[src/rtl/riscv_core_mul_seq_if.sv]
// Handshake/data bundle between the execute stage and riscv_core_mul_seq.
// Signal names carry the block's i_/o_ direction as seen from the multiplier.
interface riscv_core_mul_seq_if #(
    parameter int XLEN = 32
);
    logic            i_mul_seq_valid;
    logic            o_mul_seq_ready;
    logic [XLEN-1:0] i_mul_seq_multiplicand;
    logic [XLEN-1:0] i_mul_seq_multiplier;
    logic [1:0]      i_mul_seq_control;
    logic            i_mul_seq_negate;
    logic            i_mul_seq_flush;
    logic            o_mul_seq_valid;
    logic            i_mul_seq_ready;
    logic [XLEN-1:0] o_mul_seq_result;
    logic            o_mul_seq_busy;

    modport slave (
        input  i_mul_seq_valid, i_mul_seq_multiplicand, i_mul_seq_multiplier,
        input  i_mul_seq_control, i_mul_seq_negate, i_mul_seq_flush, i_mul_seq_ready,
        output o_mul_seq_ready, o_mul_seq_valid, o_mul_seq_result, o_mul_seq_busy
    );

    modport master (
        output i_mul_seq_valid, i_mul_seq_multiplicand, i_mul_seq_multiplier,
        output i_mul_seq_control, i_mul_seq_negate, i_mul_seq_flush, i_mul_seq_ready,
        input  o_mul_seq_ready, o_mul_seq_valid, o_mul_seq_result, o_mul_seq_busy
    );
endinterface

[src/rtl/riscv_core_mul_seq.sv]
// Iterative unsigned shift-add multiplier with result negate and half select.
// Define MUL_SEQ_RADIX4_EN for radix-4 stepping (XLEN/2 steps); default is radix-2.
module riscv_core_mul_seq #(
    parameter int XLEN = 32
) (
    input  logic                  i_clk,
    input  logic                  i_rst_n,
    riscv_core_mul_seq_if.slave   mul_if
);
`ifdef MUL_SEQ_RADIX4_EN
    localparam int unsigned N = XLEN / 2;
`else
    localparam int unsigned N = XLEN;
`endif
    localparam int unsigned CNT_W = $clog2(N);
    localparam logic [2*XLEN-1:0] ONE_2X = (2*XLEN)'(1);

    typedef enum logic [1:0] {IDLE, CALC, FIX, DONE} state_e;

    state_e            state_q;
    logic [2*XLEN-1:0] acc_q, acc_d, prod_d;
    logic [XLEN-1:0]   mcand_q, result_q, result_d;
    logic [CNT_W-1:0]  cnt_q;
    logic              neg_q;
    logic [1:0]        ctrl_q;
    logic              zero_op;
`ifdef MUL_SEQ_RADIX4_EN
    logic [XLEN+1:0]   m3_q, addend, sum;
`else
    logic [XLEN:0]     sum;
`endif

    always_comb begin
`ifdef MUL_SEQ_RADIX4_EN
        addend = '0;
        unique case (acc_q[1:0])
            2'b00: addend = '0;
            2'b01: addend = {2'b00, mcand_q};
            2'b10: addend = {1'b0, mcand_q, 1'b0};
            2'b11: addend = m3_q;
        endcase
        sum   = {2'b00, acc_q[2*XLEN-1:XLEN]} + addend;
        acc_d = {sum, acc_q[XLEN-1:2]};
`else
        sum   = {1'b0, acc_q[2*XLEN-1:XLEN]} + (acc_q[0] ? {1'b0, mcand_q} : '0);
        acc_d = {sum, acc_q[XLEN-1:1]};
`endif
        prod_d   = neg_q ? (~acc_q + ONE_2X) : acc_q;
        result_d = (ctrl_q == 2'b00) ? prod_d[XLEN-1:0] : prod_d[2*XLEN-1:XLEN];
        zero_op  = (mul_if.i_mul_seq_multiplicand == '0) || (mul_if.i_mul_seq_multiplier == '0);
    end

    always_ff @(posedge i_clk or negedge i_rst_n) begin
        if (!i_rst_n) begin
            state_q  <= IDLE;
            acc_q    <= '0;
            mcand_q  <= '0;
            cnt_q    <= '0;
            result_q <= '0;
            neg_q    <= 1'b0;
            ctrl_q   <= 2'b00;
`ifdef MUL_SEQ_RADIX4_EN
            m3_q     <= '0;
`endif
        end else if (mul_if.i_mul_seq_flush) begin
            state_q <= IDLE;
        end else begin
            unique case (state_q)
                IDLE: if (mul_if.i_mul_seq_valid) begin
                    mcand_q <= mul_if.i_mul_seq_multiplicand;
                    neg_q   <= mul_if.i_mul_seq_negate;
                    ctrl_q  <= mul_if.i_mul_seq_control;
                    acc_q   <= {{XLEN{1'b0}}, mul_if.i_mul_seq_multiplier};
                    cnt_q   <= CNT_W'(N - 1);
`ifdef MUL_SEQ_RADIX4_EN
                    m3_q    <= {2'b00, mul_if.i_mul_seq_multiplicand}
                             + {1'b0, mul_if.i_mul_seq_multiplicand, 1'b0};
`endif
                    // A zero operand makes the product zero regardless of negate.
                    if (zero_op) begin
                        result_q <= '0;
                        state_q  <= DONE;
                    end else begin
                        state_q  <= CALC;
                    end
                end
                CALC: begin
                    acc_q <= acc_d;
                    cnt_q <= cnt_q - CNT_W'(1);
                    if (cnt_q == '0) state_q <= FIX;
                end
                FIX: begin
                    result_q <= result_d;
                    state_q  <= DONE;
                end
                DONE: if (mul_if.i_mul_seq_ready) state_q <= IDLE;
            endcase
        end
    end

    assign mul_if.o_mul_seq_ready  = (state_q == IDLE);
    assign mul_if.o_mul_seq_valid  = (state_q == DONE);
    assign mul_if.o_mul_seq_busy   = (state_q == CALC) || (state_q == FIX);
    assign mul_if.o_mul_seq_result = result_q;
endmodule

[src/flat_wrapper.sv]
// flat-port wrapper written by rule: the top's interface ports become plain ports
module riscv_core_mul_seq_flat 
#(
    parameter int XLEN = 32
)
  (i_clk, i_rst_n, mul_if_i_mul_seq_valid, mul_if_i_mul_seq_multiplicand, mul_if_i_mul_seq_multiplier, mul_if_i_mul_seq_control, mul_if_i_mul_seq_negate, mul_if_i_mul_seq_flush, mul_if_i_mul_seq_ready, mul_if_o_mul_seq_ready, mul_if_o_mul_seq_valid, mul_if_o_mul_seq_result, mul_if_o_mul_seq_busy);
  riscv_core_mul_seq_if #(.XLEN(XLEN)) mul_if_i ();
  input  logic i_clk;
  input  logic i_rst_n;
  input wire logic [$bits(mul_if_i.i_mul_seq_valid)-1:0] mul_if_i_mul_seq_valid;
  input wire logic [$bits(mul_if_i.i_mul_seq_multiplicand)-1:0] mul_if_i_mul_seq_multiplicand;
  input wire logic [$bits(mul_if_i.i_mul_seq_multiplier)-1:0] mul_if_i_mul_seq_multiplier;
  input wire logic [$bits(mul_if_i.i_mul_seq_control)-1:0] mul_if_i_mul_seq_control;
  input wire logic [$bits(mul_if_i.i_mul_seq_negate)-1:0] mul_if_i_mul_seq_negate;
  input wire logic [$bits(mul_if_i.i_mul_seq_flush)-1:0] mul_if_i_mul_seq_flush;
  input wire logic [$bits(mul_if_i.i_mul_seq_ready)-1:0] mul_if_i_mul_seq_ready;
  output wire logic [$bits(mul_if_i.o_mul_seq_ready)-1:0] mul_if_o_mul_seq_ready;
  output wire logic [$bits(mul_if_i.o_mul_seq_valid)-1:0] mul_if_o_mul_seq_valid;
  output wire logic [$bits(mul_if_i.o_mul_seq_result)-1:0] mul_if_o_mul_seq_result;
  output wire logic [$bits(mul_if_i.o_mul_seq_busy)-1:0] mul_if_o_mul_seq_busy;
  assign mul_if_i.i_mul_seq_valid = mul_if_i_mul_seq_valid;
  assign mul_if_i.i_mul_seq_multiplicand = mul_if_i_mul_seq_multiplicand;
  assign mul_if_i.i_mul_seq_multiplier = mul_if_i_mul_seq_multiplier;
  assign mul_if_i.i_mul_seq_control = mul_if_i_mul_seq_control;
  assign mul_if_i.i_mul_seq_negate = mul_if_i_mul_seq_negate;
  assign mul_if_i.i_mul_seq_flush = mul_if_i_mul_seq_flush;
  assign mul_if_i.i_mul_seq_ready = mul_if_i_mul_seq_ready;
  assign mul_if_o_mul_seq_ready = mul_if_i.o_mul_seq_ready;
  assign mul_if_o_mul_seq_valid = mul_if_i.o_mul_seq_valid;
  assign mul_if_o_mul_seq_result = mul_if_i.o_mul_seq_result;
  assign mul_if_o_mul_seq_busy = mul_if_i.o_mul_seq_busy;
  riscv_core_mul_seq #(.XLEN(XLEN)) u_core (.i_clk(i_clk), .i_rst_n(i_rst_n), .mul_if(mul_if_i));
endmodule
[config.mk]
export PLATFORM = sky130hd
export DESIGN_NAME = riscv_core_mul_seq_flat
export DESIGN_NICKNAME = d
export VERILOG_FILES = /design/src/rtl/riscv_core_mul_seq_if.sv /design/src/rtl/riscv_core_mul_seq.sv /design/src/flat_wrapper.sv
export SDC_FILE = /design/constraint.sdc
export NUM_CORES = 1
export LEC_CHECK = 0
export ABC_AREA = 1
export CAP_MARGIN = 10
export CORE_ASPECT_RATIO = 1.75
export CORE_MARGIN = 5
export CORE_UTILIZATION = 55
export CTS_CLUSTER_SIZE = 28
export DETAILED_ROUTE_END_ITERATION = 10
export PLACE_DENSITY = 0.76
export SLEW_MARGIN = 20
export SYNTH_ARGS = -nofsm -noshare
export SYNTH_HDL_FRONTEND = slang
export SYNTH_SLANG_ARGS = --single-unit
export TNS_END_PERCENT = 100
[constraint.sdc]
create_clock -name i_clk -period 5.4 [get_ports i_clk]
set_input_delay 1.08 -clock i_clk [delete_from_list [all_inputs] [get_ports i_clk]]
set_output_delay 1.08 -clock i_clk [all_outputs]
set_load 0.05 [all_outputs]
==> impl.org, run 1 <==
** Clock tree
- Post_cts resized :: 0
- Clock tree from TritonCTS :: yes
- For this design, the sink count on the clock tree is 138.
- # hold bufs at CTS :: 0
- Buffers added to address setup during post-CTS repair amount to 0.
- CTS built an H-tree with a depth of 4.
- After clock tree synthesis, the clock-pin slew on the worst setup and hold paths is 60 ps.
- The later pin in the worst-skew pair is clocked with a latency of 450 ps.
- In this run the deepest clock path goes through 2 buffers.
- Clock tree synthesis inserted a total of 17 buffers.
- Clk Tree Root Cell :: sky130_fd_sc_hd__clkbuf_16

** Placed design
- Weighted congestion at the end of routability-driven global placement :: 1.04
- Port Buffers :: 106
- Worst setup slack before clock tree synthesis :: 1830 ps
- The number of placed instances, taps included, is 2026.
- DP Wirelength :: 32500 um

** Timing
- Fmax :: 0.309 GHz
- Headroom to the max-slew limit came out at 29.6%.
- Unrepaired setup endpoints after global routing :: no
- Setup WS post-layout :: 2160 ps
- Minimum clock period :: 3240 ps
- Dividing the final minimum period by the clock period gives 60.0%.
- Setup skew after layout :: 8.83 ps
- The final count of pins violating max slew was 0.
- At the pin with the least slew margin, the transition time is 1050 ps.
- Setup violations remaining at the end of the flow were counted as 0.
- The number of failing hold endpoints at the final stage is 0.
- Accumulated negative setup slack :: 0 ps

** Run
- Count of max-cap constraint violations :: 0

** Pwr
- For this design the total switching power over the nets is 4.36 mW.
- Proportion of power drawn by flip-flops and latches :: 25.5%
- After layout, the design draws a total of 8.01 mW.
- Fraction of power consumed by the clock network :: 15.9%
- Reported leakage power :: 6.58 nW
- Comb power frac :: 58.6%
- In this run switching power makes up 54.4% of total power.
- The worst-case IR drop observed on VDD is 413 uV.
- Internal :: 3.65 mW
- Dividing total power by cell area gives a power density of 635 nW/um^2.

** Synthesis
- Syn. warnings :: 0
- Total nets after synthesis :: 1831
- Top cells by area, synth :: sky130_fd_sc_hd__dfrtp_1 32%, sky130_fd_sc_hd__nand2_1 21%, sky130_fd_sc_hd__nor2_1 7.2%
- The share of synthesized area in the top cell type comes to 31.9%.
- Commonest cells in the synthesized netlist :: 609 x sky130_fd_sc_hd__nand2_1, 208 x sky130_fd_sc_hd__nor2_1, 191 x sky130_fd_sc_hd__inv_1
- Async SR Flop Fraction :: 100%
- Netlist area before placement :: 10800 sq um
- In the synthesized netlist the dominant register cell turns out to be sky130_fd_sc_hd__dfrtp_1.
- Flip-flop and latch count after synthesis :: 138
- Top cell type by total area after synthesis :: sky130_fd_sc_hd__dfrtp_1
- In this run the mean area of a mapped cell was 6.29 sq um.
- The most common cell in the synthesized netlist is sky130_fd_sc_hd__nand2_1.
- Syn Inst Count :: 1719
- The synthesized design contains 0 enable-type register cells.
- The netlist uses 50 different library cells.
- Summing the sequential cell areas from Yosys gives 31.9% of the chip area.

** Critical path
- STA puts the critical path data arrival time at 2160 ps.
- Critical Path Max Stage Delay :: 870 ps
- In this run the critical register-to-register path is launched from u_core.acc_q[0]$_DFFE_PN0P_.
- Traced cell by cell, the critical path runs through inv_1 -> ha_1 -> clkdlybuf4s50_1.
- Family with the most delay on the worst path :: buffers and inverters
- Type of element capturing the critical path :: output pin
- The most critical setup path has its startpoint at u_core.state_q[0]$_DFFE_PN0P_.
- By startpoint and endpoint, the worst setup path is classified as flip-flop to output pin.
- Top fanout value on the critical path :: 5
- Number of buffers and inverters on the critical path :: 2
- Data on the critical path is required at its endpoint by 4320 ps.
- Cell type of the slowest stage on the worst timing path :: sky130_fd_sc_hd__clkdlybuf4s50_1
- Category of the worst setup path launch point :: flip-flop

** Drt
- The final route contains 11794 vias.
- Remaining antenna violation count :: 0
- Total wire length after detailed routing :: 40300 um
- Violation count after the first detailed-routing iteration :: 950
- After detailed routing, the average wire length per cell comes to 19.6 um.
- In the routed design, unresolved DRC markers number 0.
- The first TritonRoute pass finished after 6 iterations.
- After detailed routing, the number of vias per cell comes to 5.73.

** Final layout
- Final core utilization :: 64.5%
- In the final layout, the share of cells above drive strength 1 is 4.97%.
- Antenna Diode Count :: 0
- Synthesis-to-finish area growth :: 16.8%
- After the last flow step, the layout net total stands at 1912.
- The multi-input combinational cells in the finished layout cover a total of 6360 sq um.
- Filler cells :: 1892
- Area taken by flip-flops and latches :: 3450 sq um
- Final standard cell count with taps included and fillers excluded :: 2057

** Die
- The floorplan step set the die height to 195 um.
- The die is 116 um wide.
- Effective utilization at floorplan :: 55.2%
- Top-Level Pins :: 107
- Core Region :: 19600 sq um
- Floorplan row count :: 68
- Full die area :: 22700 sq um

** GRT
- The number of antenna violations at the first check in global routing came to 0.
- Entering global routing, the biggest net connects 93 pins.
- Wire length of the first global-routing pass :: 62700 um
- All-layer global routing usage :: 36.6%
- Gr ovfl total :: 0
- The number of global-route vias before repair was 11931.

** Run status
- Status :: finished, final reports clean

** Hold path
- Startpoint of the most critical hold path :: u_core.mcand_q[17]$_DFFE_PN0P_
- Kind of path behind the tightest hold check :: flip-flop to flip-flop
per-stage QoR:
step	cell area, sq um	hold WS (ps)
2_1_floorplan	10800	442
3_3_place_gp	12000	453
3_5_place_dp	12000	459
4_1_cts	12600	472
5_1_grt	12600	488
6_report	12600	468
flip-flops by register name (all words and copies together) (netlist names):
signal                          count
u_core.acc_q                       64
u_core.mcand_q                     32
u_core.mul_if.o_mul_seq_result     32
u_core.cnt_q                        5
u_core.ctrl_q                       2
u_core.state_q                      2
u_core.neg_q                        1
per-layer routing:
metal | global-route usage (%) | wire (um) | up-vias | part of all wire [%]
li1 | - | - | 5702 | -
met2 | 65.3 | 20700 | 480 | 51
met5 | 0 | 0 | - | 0
met1 | 32.9 | 12700 | 5404 | 31
met3 | 6.48 | 2030 | 208 | 5.0
met4 | 35.4 | 4880 | 0 | 12
power by group through the flow:
stage / logic [mW] / clock network [mW] / registers [mW]
floorplan: 2.97 / 0 / 2.09
global placement: 4.53 / 0 / 2.02
detailed placement: 4.59 / 0 / 2.03
CTS: 4.61 / 1.28 / 2.02
global route: 5.16 / 1.32 / 2.09
finish: 4.70 / 1.27 / 2.04
worst reg2reg max path: stages, from the launching register on:
cell                      delay (ps)
sky130_fd_sc_hd__dfrtp_1         830
sky130_fd_sc_hd__nand2_1         130
sky130_fd_sc_hd__inv_1           120
sky130_fd_sc_hd__ha_1            180
sky130_fd_sc_hd__inv_1            80
sky130_fd_sc_hd__fa_1            450
sky130_fd_sc_hd__o21ai_2         280
sky130_fd_sc_hd__nand2_1          90
sky130_fd_sc_hd__nand2_1         100
sky130_fd_sc_hd__nand2_1          90
sky130_fd_sc_hd__nand2_1         200
sky130_fd_sc_hd__nand2_1         110
sky130_fd_sc_hd__nand2_1          80
sky130_fd_sc_hd__nand2_1          50
sky130_fd_sc_hd__nand3_1          60
sky130_fd_sc_hd__nand2_1          70
cell families (layout without fill, tap and decap cells):
| group | after synthesis | in the layout | synth area share [%] |
|---|---|---|---|
| AND/OR/NAND/NOR | 1051 | 1051 | 41.7 |
| buffers and inverters | 249 | 342 | 9.25 |
| AO/OA/AOI/OAI | 239 | 239 | 12.2 |
| flip-flops | 138 | 138 | 31.9 |
| adder cells (fa/ha/maj) | 40 | 40 | 4.70 |
| XOR/XNOR | 1 | 1 | 0.0810 |
| multiplexers | 1 | 1 | 0.0926 |
worst paths after layout:
kind                                                        to  depth (start not counted)  slack (ps)
worst min-delay path            u_core.mcand_q[17]$_DFFE_PN0P_                          2         470
min in group asynchronous         u_core.acc_q[15]$_DFFE_PN0P_                          1         710
max in group asynchronous          u_core.cnt_q[3]$_DFFE_PN0P_                          2        3560
worst min register to register  u_core.mcand_q[17]$_DFFE_PN0P_                          2         470
worst max-delay path                    mul_if_o_mul_seq_ready                          3        2160
worst max register to register    u_core.acc_q[61]$_DFFE_PN0P_                         15        2350
final cells by class:
type	instances	area share [%]
inverters	197	5.88
clock buffers	21	3.73
multi-input cells	1332	50.4
repair buffers	114	8.89
clock inverters	10	1.32
flip-flops and latches	138	27.4
well taps	245	2.43
cell usage in the layout, fill, tap and decap left out, types with 3 or more instances in the layout:
cell                              instances
sky130_fd_sc_hd__nand3b_1                 5
sky130_fd_sc_hd__buf_4                    8
sky130_fd_sc_hd__a31oi_1                  3
sky130_fd_sc_hd__nand2_4                  5
sky130_fd_sc_hd__o21ai_1                  7
sky130_fd_sc_hd__clkinv_2                 3
sky130_fd_sc_hd__clkbuf_8                 3
sky130_fd_sc_hd__nand3_1                149
sky130_fd_sc_hd__and2_1                   3
sky130_fd_sc_hd__o21ai_0                117
sky130_fd_sc_hd__clkbuf_16               17
sky130_fd_sc_hd__nor2_2                   8
sky130_fd_sc_hd__nand4_1                 28
sky130_fd_sc_hd__nor3_1                   7
sky130_fd_sc_hd__clkinv_4                 3
sky130_fd_sc_hd__bufinv_16                4
sky130_fd_sc_hd__nand3_2                  8
sky130_fd_sc_hd__dfrtp_1                137
sky130_fd_sc_hd__nor2_4                   4
sky130_fd_sc_hd__a21oi_1                 68
sky130_fd_sc_hd__clkdlybuf4s50_1        105
sky130_fd_sc_hd__nand2_2                  7
sky130_fd_sc_hd__nand2_1                609
sky130_fd_sc_hd__nor2_1                 207
sky130_fd_sc_hd__inv_1                  191
sky130_fd_sc_hd__o22ai_1                  3
sky130_fd_sc_hd__o211ai_1                32
sky130_fd_sc_hd__ha_1                    38
(Power assumes the default switching activity.)
==> run 2: changes to the inputs <==
CORE_UTILIZATION = 53   (was 55)
PLACE_DENSITY = 0.77   (was 0.76)
clock period = 2.62 ns   (was 5.4 ns; I/O delays follow)
==> impl.org, run 2 (synthesized netlist as in run 1, its figures left out) <==
** Timing
- Worst Max-Slew Pin Slew :: 660 ps (-393 ps)
- Unrepaired setup endpoints after global routing :: no
- The clock skew after layout is 9.23 ps (+0.400 ps).
- Number of failing hold endpoints at the final stage :: 0 (unchanged)
- For the finished layout, the period the worst path requires is 2410 ps.
- The normalized max-slew margin came to 55.5% (+26 points).
- Based on the critical path, the design can be clocked at up to 0.415 GHz.
- # setup viols final :: 0 (unchanged)
- The summed negative setup slack over all endpoints was 0 ps (unchanged).
- Of the available clock period, the critical path in the final layout requires 91.9%.
- Number of pins exceeding their max-slew limit in the final report :: 0 (unchanged)

** Final layout
- Top library cells by usage in the layout, fill and taps aside :: 609 x sky130_fd_sc_hd__nand2_1, 207 x sky130_fd_sc_hd__nor2_1, 191 x sky130_fd_sc_hd__inv_1
- The number of filler cells placed in the layout came to 1932 (+2.1%).
- The flip-flop count of the largest register after layout came to 64 (unchanged).
- Number of nets at the end of the flow :: 1971 (+3.1%)
- Final core utilization :: 64.9% (+0.44 points)
- The total inserted antenna cells was 0 (unchanged).
- Top register by number of flip-flops :: u_core.acc_q
- Compared with the post-synthesis result, the final layout area differs by 21.4%.
- Fraction of layout instances using a drive strength above 1 :: 8.17% (+3.2 points)
- Final standard cell count with taps included and fillers excluded :: 2120 (+3.1%)
- Most common cell after layout, fill and taps aside :: sky130_fd_sc_hd__nand2_1

** GRT
- Wire length of the first global-routing pass :: 66300 um (+5.9%)
- The number of antenna violations at the first check in global routing was 0 (unchanged).
- Maximum number of pins on one net before global-route repair :: 65 (-30%)
- Via count of the first global-routing pass :: 12369 (+3.7%)
- The sum of overflow across all layers after global routing was 0 (unchanged).
- The total global-route track usage is 37.1% (+0.52 points).

** Pwr
- The sequential cell fraction of total power came to 24.0% (-1.5 points).
- Worst IR drop on VDD :: 973 uV (+140%)
- The power after layout is 17.1 mW (+110%).
- The internal power of the cells is 7.74 mW (+110%).
- Comb power frac :: 61.7% (+3.1 points)
- The portion of total power attributed to the clock network was 14.4% (-1.5 points).
- The static leakage was 6.89 nW (+4.8%).
- The power per cell area is 1300 nW/um^2 (+110%).
- The switching power as a share of total power was 54.7% (+0.30 points).
- The power dissipated by switching net loads was 9.36 mW (+110%).

** Clock tree
- Clock-pin slew reported for the worst setup and hold paths after clock tree synthesis :: 70 ps (about the same)
- TritonCTS built the clock tree.
- Total CTS buffers :: 17 (unchanged)
- Max clock buf depth :: 2 (unchanged)
- Post-CTS setup-driven buffer insertion count :: 0 (unchanged)
- Source-to-sink clock delay at the later pin of the worst-skew pair :: 440 ps (about the same)
- The number of clock sinks is 138 (unchanged).
- The tree is rooted in a sky130_fd_sc_hd__clkbuf_16.
- The number of H-tree levels was 4 (unchanged).

** Drt
- The post-route DRC violation count is 0 (unchanged).
- Vias after detailed routing :: 12129 (+2.8%)
- The violation count after the first detailed-route iteration was 879 (-7.5%).
- The via density per instance came to 5.72 (-0.22%).
- Total wire length after detailed routing :: 43000 um (+6.8%)
- Per-cell routed wire length :: 20.3 um (+3.6%)
- The number of optimization iterations in the first detailed-route pass is 6 (unchanged).
- Remaining antenna violation count :: 0 (unchanged)

** Die
- The core footprint came to 20200 sq um (+3.2%).
- Full die area :: 23500 sq um (+3.5%)
- Die Y-Extent :: 199 um (+1.8%)
- The starting density of the core is 53.5% (-1.7 points).
- Die boundary width :: 118 um (+1.7%)
- Floorplan row count :: 69 (+1.5%)
- The count of boundary I/O pins was 107 (unchanged).

** Placed design
- Number of cells after detailed placement :: 2088 (+3.1%)
- Port Buffers :: 106 (unchanged)
- Weighted congestion at the end of routability-driven global placement :: 1.07 (+3.1%)
- DP Wirelength :: 34900 um (+7.4%)

** Critical path
- The biggest fanout along the worst timing path is 8 (+3).
- The worst setup path is of the flip-flop to flip-flop kind.
- The worst setup path is launched from a flip-flop.
- FF-to-FF path depth :: 15 (unchanged)
- The worst setup path is captured at a flip-flop.
- The critical path data required time was 2950 ps (-1370 ps).
- Data arrival time of the critical path :: 2740 ps (+580 ps)

** Run
- The max capacitance violation total came to 0 (unchanged).

** Run status
- Status :: finished, final reports clean

** Hold path
- In this run the worst hold path is classified as input pin to async pin.
run 2: changes by cell type in the layout (fill, tap and decap cells not counted), sizes merged:
cell           before  now
buf                 9   68
bufinv              4    2
clkbuf             21   19
clkdlybuf4s50     105  103
clkinvlp            2    5
dlymetal6s2s        0    2
inv               193  195
run 2: routing by layer:
layer | up-vias | share of wire, % | track usage [%]
met3 | 226 | 4.8 | 6.49
met4 | 0 | 12 | 35.7
li1 | 5832 | - | -
met1 | 5590 | 31 | 32.7
met5 | - | 0 | 0
met2 | 481 | 52 | 69.2
run 2: final timing paths:
kind	start	endpoint	slack [ps]
setup / recovery	u_core.acc_q[0]$_DFFE_PN0P_	u_core.acc_q[60]$_DFFE_PN0P_	210
hold / removal	i_rst_n	u_core.acc_q[15]$_DFFE_PN0P_	60
setup reg to reg	u_core.acc_q[0]$_DFFE_PN0P_	u_core.acc_q[60]$_DFFE_PN0P_	210
hold reg to reg	u_core.mcand_q[19]$_DFFE_PN0P_	u_core.mcand_q[19]$_DFFE_PN0P_	470
max in group asynchronous	i_rst_n	u_core.cnt_q[2]$_DFFE_PN0P_	1870
min in group i_clk	u_core.mcand_q[19]$_DFFE_PN0P_	u_core.mcand_q[19]$_DFFE_PN0P_	470
run 2: critical path, stage by stage (launching register included):
cell,delay (ps)
sky130_fd_sc_hd__dfrtp_2,470
sky130_fd_sc_hd__buf_4,180
sky130_fd_sc_hd__nand2_1,50
sky130_fd_sc_hd__inv_1,40
sky130_fd_sc_hd__ha_1,330
sky130_fd_sc_hd__nand2_1,90
sky130_fd_sc_hd__o21ai_1,240
sky130_fd_sc_hd__nand2_1,80
sky130_fd_sc_hd__nand2_1,110
sky130_fd_sc_hd__nand2_1,60
sky130_fd_sc_hd__nand2_1,190
sky130_fd_sc_hd__nand2_1,190
sky130_fd_sc_hd__nand2_1,110
sky130_fd_sc_hd__nand2_1,50
sky130_fd_sc_hd__nand3_1,70
sky130_fd_sc_hd__nand2_1,50
run 2: per-stage QoR:
step                area [sq um]  worst slack (ps)  hold WS [ps]
floorplan                  10800               533           228
global placement           12500               147           453
detailed placement         12500               130           459
CTS                        13100              18.7          76.2
global route               13100              53.4          92.8
finish                     13100               212          56.2
run 2: power groups by stage:
stage | combinational (mW) | sequential [mW] | clock [mW]
6_report | 10.5 | 4.10 | 2.46
3_3_place_gp | 10.2 | 4.07 | 0
4_1_cts | 10.4 | 4.06 | 2.48
5_1_grt | 11.5 | 4.18 | 2.60
2_1_floorplan | 6.12 | 4.31 | 0
3_5_place_dp | 10.3 | 4.08 | 0
run 2: final cells by class:
class                      count  area [sq um]  area share (%)
sequential                   138          3460            26.3
clock buffer                  19           453            3.45
multi-input combinational   1332          6370            48.6
timing repair buffer         173          1650            12.5
clock inverter                13           143            1.09
inverter                     197           742            5.66
tap                          248           310            2.37
run 2: timing repair:
| action | 4_1_cts | 5_1_grt |
|---|---|---|
| gates resized for setup | 0 | 6 |
| hold buffers | 0 | 0 |
| setup endpoints to repair | 0 | 9 |
==> run 3: changes to the inputs <==
CELL_PAD_IN_SITES_DETAIL_PLACEMENT = 0   (was unset)
CELL_PAD_IN_SITES_GLOBAL_PLACEMENT = 2   (was unset)
CORE_UTILIZATION = 29   (was 53)
PLACE_DENSITY = 0.78   (was 0.77)
==> impl.org, run 3 (synthesized netlist as in run 1, its figures left out) <==
** Drt
- Initial DRT Pass Iterations :: 6 (unchanged)
- Violation count after the first detailed-routing iteration :: 556 (-37%)
- The antenna violation net count after detailed routing is 0 (unchanged).
- Total wire length after detailed routing :: 46700 um (+8.6%)
- Vias after detailed routing :: 11698 (-3.6%)
- The detail-routed net length per standard cell came to 19.5 um (-3.8%).
- The via density per instance came to 4.89 (-15%).
- Drt drc :: 0 (unchanged)

** Critical path
- FF-to-FF path depth :: 13 (-2)
- Reg2Reg Capture Point :: u_core.acc_q[48]$_DFFE_PN0P_
- Data arrival time of the critical path :: 2790 ps (+50 ps)
- The biggest fanout along the worst timing path came to 13 (+5).
- The worst setup path is captured at a flip-flop.
- Among the stages of the critical path, the cell type that occurs most often is sky130_fd_sc_hd__nand2_1.
- The critical path data required time was 2950 ps (about the same).
- Series of cell instances along the critical path :: buf_12 -> buf_4 -> nand2_1 -> inv_1 -> ha_1 -> a21oi_1 -> o21ai_0 -> nand3b_1 -> nand2_1 -> nand2_1 -> nand2_1 -> nand3_1 -> o21ai_0
- The worst setup path is launched from a flip-flop.
- Critical Path Max Stage Delay :: 400 ps (-70 ps)
- The worst reg-to-reg setup slack was 160 ps (-50 ps).
- The largest individual stage delay along the critical path comes from the cell sky130_fd_sc_hd__dfrtp_1.
- The worst register-to-register path begins at u_core.acc_q[0]$_DFFE_PN0P_.
- Class of the most critical setup path :: flip-flop to flip-flop

** Final layout
- In the layout the commonest cells are 606 x sky130_fd_sc_hd__nand2_1, 203 x sky130_fd_sc_hd__nor2_1, 191 x sky130_fd_sc_hd__inv_1.
- Top register by number of flip-flops :: u_core.acc_q
- Area taken by flip-flops and latches :: 3450 sq um (about the same)
- The ratio of cells with drive above 1 in the final layout came to 11.1% (+2.9 points).
- The total inserted antenna cells is 0 (unchanged).
- Most common cell after layout, fill and taps aside :: sky130_fd_sc_hd__nand2_1
- The total area of multi-input combinational cells was 6410 sq um (+0.65%).
- Number of flip-flops in the largest register :: 64 (unchanged)
- Number of nets at the end of the flow :: 2017 (+2.3%)
- Final core utilization :: 37.5% (-27 points)
- The number of filler cells placed in the layout is 4028 (+110%).
- Compared with the post-synthesis result, the final layout area differs by 27.8%.

** Clock tree
- H-tree lvl count :: 4 (unchanged)
- Total CTS buffers :: 17 (unchanged)
- The number of clock sinks is 138 (unchanged).
- CTS placed an instance of sky130_fd_sc_hd__clkbuf_16 at the clock tree root.
- The number of buffers added for setup after CTS was 0 (unchanged).
- TritonCTS built the clock tree.
- Clock-pin slew reported for the worst setup and hold paths after clock tree synthesis :: 70 ps (about the same)
- Source-to-sink clock delay at the later pin of the worst-skew pair :: 460 ps (+20 ps)
- Max clock buf depth :: 2 (unchanged)

** Pwr
- The static leakage is 7.11 nW (+3.2%).
- The switching power as a share of total power is 54.0% (-0.72 points).
- The portion of total power attributed to the clock network was 14.8% (+0.4 points).
- Internal :: 8.17 mW (+5.5%)
- The power per cell area came to 1290 nW/um^2 (-1.4%).
- The sequential cell fraction of total power was 23.0% (-1.0 points).
- The worst voltage drop across the vdd grid came to 456 uV (-53%).
- The power dissipated by switching net loads came to 9.59 mW (+2.5%).
- Comb power frac :: 62.2% (+0.5 points)

** GRT
- All-layer global routing usage :: 22.7% (-14 points)
- Maximum number of pins on one net before global-route repair :: 85 (+31%)
- The number of global-route vias before repair was 12015 (-2.9%).
- The sum of overflow across all layers after global routing was 0 (unchanged).
- Wire length of the first global-routing pass :: 70200 um (+5.8%)
- The number of antenna violations at the first check in global routing came to 0 (unchanged).

** Die
- Top-Level Pins :: 107 (unchanged)
- Effective utilization at floorplan :: 29.3% (-24 points)
- Die Y-Extent :: 265 um (+33%)
- Floorplan row count :: 93 (+35%)
- Core Region :: 36900 sq um (+83%)
- The area of the die came to 41400 sq um (+76%).
- The width of the chip is 156 um (+32%).

** Placed design
- Worst setup slack before clock tree synthesis :: -171 ps (-300 ps)
- Weighted congestion at the end of routability-driven global placement :: 0.945 (-12%)
- DP Wirelength :: 38600 um (+11%)
- The quantity of I/O buffers inserted on ports came to 106 (unchanged).

** Timing
- The number of failing hold endpoints at the final stage came to 0 (unchanged).
- Minimum clock period :: 2460 ps (+48.7 ps)
- The clock skew after layout came to 12.8 ps (+3.58 ps).
- Setup repair after global routing could not meet its margin everywhere.
- Post-route fraction of the period consumed by the critical path :: 93.8% (+1.9 points)
- Worst Max-Slew Pin Slew :: 825 ps (+164 ps)
- Headroom to the max-slew limit :: 44.4% (-11 points)
- The post-route worst setup slack is 163 ps (-48.7 ps).
- The final count of pins violating max slew was 0 (unchanged).
- # setup viols final :: 0 (unchanged)
- Fmax :: 0.407 GHz (-2.0%)

** Run status
- The run finished with clean final reports.

** Hold path
- In this run the worst hold path is classified as input pin to async pin.

** Run
- Count of max-cap constraint violations :: 0 (unchanged)
==> run 3: cell count changes in the layout (fill, tap and decap cells not counted), moves of 4 or more <==
cell / before / now
sky130_fd_sc_hd__a21oi_2: 2 / 6
sky130_fd_sc_hd__nor2_1: 207 / 203
sky130_fd_sc_hd__a21oi_1: 67 / 63
sky130_fd_sc_hd__buf_4: 61 / 106
==> run 3: worst max-delay path, delay by kind of cell, from the launching register on <==
family / cells / cell delay, ps
flip-flops: 1 / 400
AND/OR/NAND/NOR: 6 / 660
buffers and inverters: 3 / 340
adder cells (fa/ha/maj): 1 / 360
AO/OA/AOI/OAI: 3 / 550
==> run 3: how the worst max path moves through the flow <==
stage	startpoint	endpoint	slack [ps]	cells after the start
after detailed placement	mul_if_i_mul_seq_multiplicand[30]	u_core.mul_if.o_mul_seq_result[2]$_DFFE_PN0P_	-170	10
after global placement	mul_if_i_mul_seq_multiplicand[29]	u_core.mul_if.o_mul_seq_result[2]$_DFFE_PN0P_	-180	10
after floorplan	u_core.state_q[0]$_DFFE_PN0P_	u_core.acc_q[56]$_DFFE_PN0P_	530	10
after CTS	u_core.acc_q[0]$_DFFE_PN0P_	u_core.acc_q[62]$_DFFE_PN0P_	40	15
final	u_core.acc_q[0]$_DFFE_PN0P_	u_core.acc_q[48]$_DFFE_PN0P_	160	13
after global routing	u_core.acc_q[0]$_DFFE_PN0P_	u_core.acc_q[55]$_DFFE_PN0P_	-30	15
==> run 3: power by group through the flow <==
stage	sequential, mW	clock, mW	combinational (mW)
detailed placement	4.12	0	11.0
global placement	4.11	0	11.0
floorplan	4.31	0	6.12
global route	4.21	2.76	12.1
finish	4.09	2.62	11.1
CTS	4.09	2.68	11.1
==> run 3: layout make-up <==
type / instances / area share (%)
multi-input combinational: 1332 / 46.4
sequential: 138 / 25.0
timing repair buffer: 219 / 14.5
inverter: 197 / 5.37
tap: 475 / 4.30
clock buffer: 17 / 3.08
clock inverter: 15 / 1.38
==> run 3: what timing repair did <==
item                                    4_1_cts  5_1_grt
pin swaps                                     0        1
hold endpoints to repair                      1        0
gates resized for setup                       1       20
hold buffers                                  1        0
endpoints found under the setup margin        1       12
cloned                                        0        0
==> run 3: per-layer routing <==
| layer | wire [um] | track usage [%] | up-vias |
|---|---|---|---|
| li1 | - | - | 5908 |
| met1 | 15700 | 20.9 | 5405 |
| met2 | 25500 | 43.6 | 269 |
| met3 | 1320 | 3.09 | 116 |
| met4 | 4200 | 17.5 | 0 |
| met5 | 0 | 0 | - |
==> run 3: stage by stage <==
stage               hold WS, ps  TNS, ps  power (mW)  cells  cell area [sq um]
floorplan                   228        0        10.4   1719              10800
global placement            313    -4110        15.1   2360              13100
detailed placement          312    -3640        15.2   2360              13100
CTS                         405        0        17.8   2393              13800
global route                417    -69.9        19.1   2393              13800
finish                      415        0        17.8   2393              13800
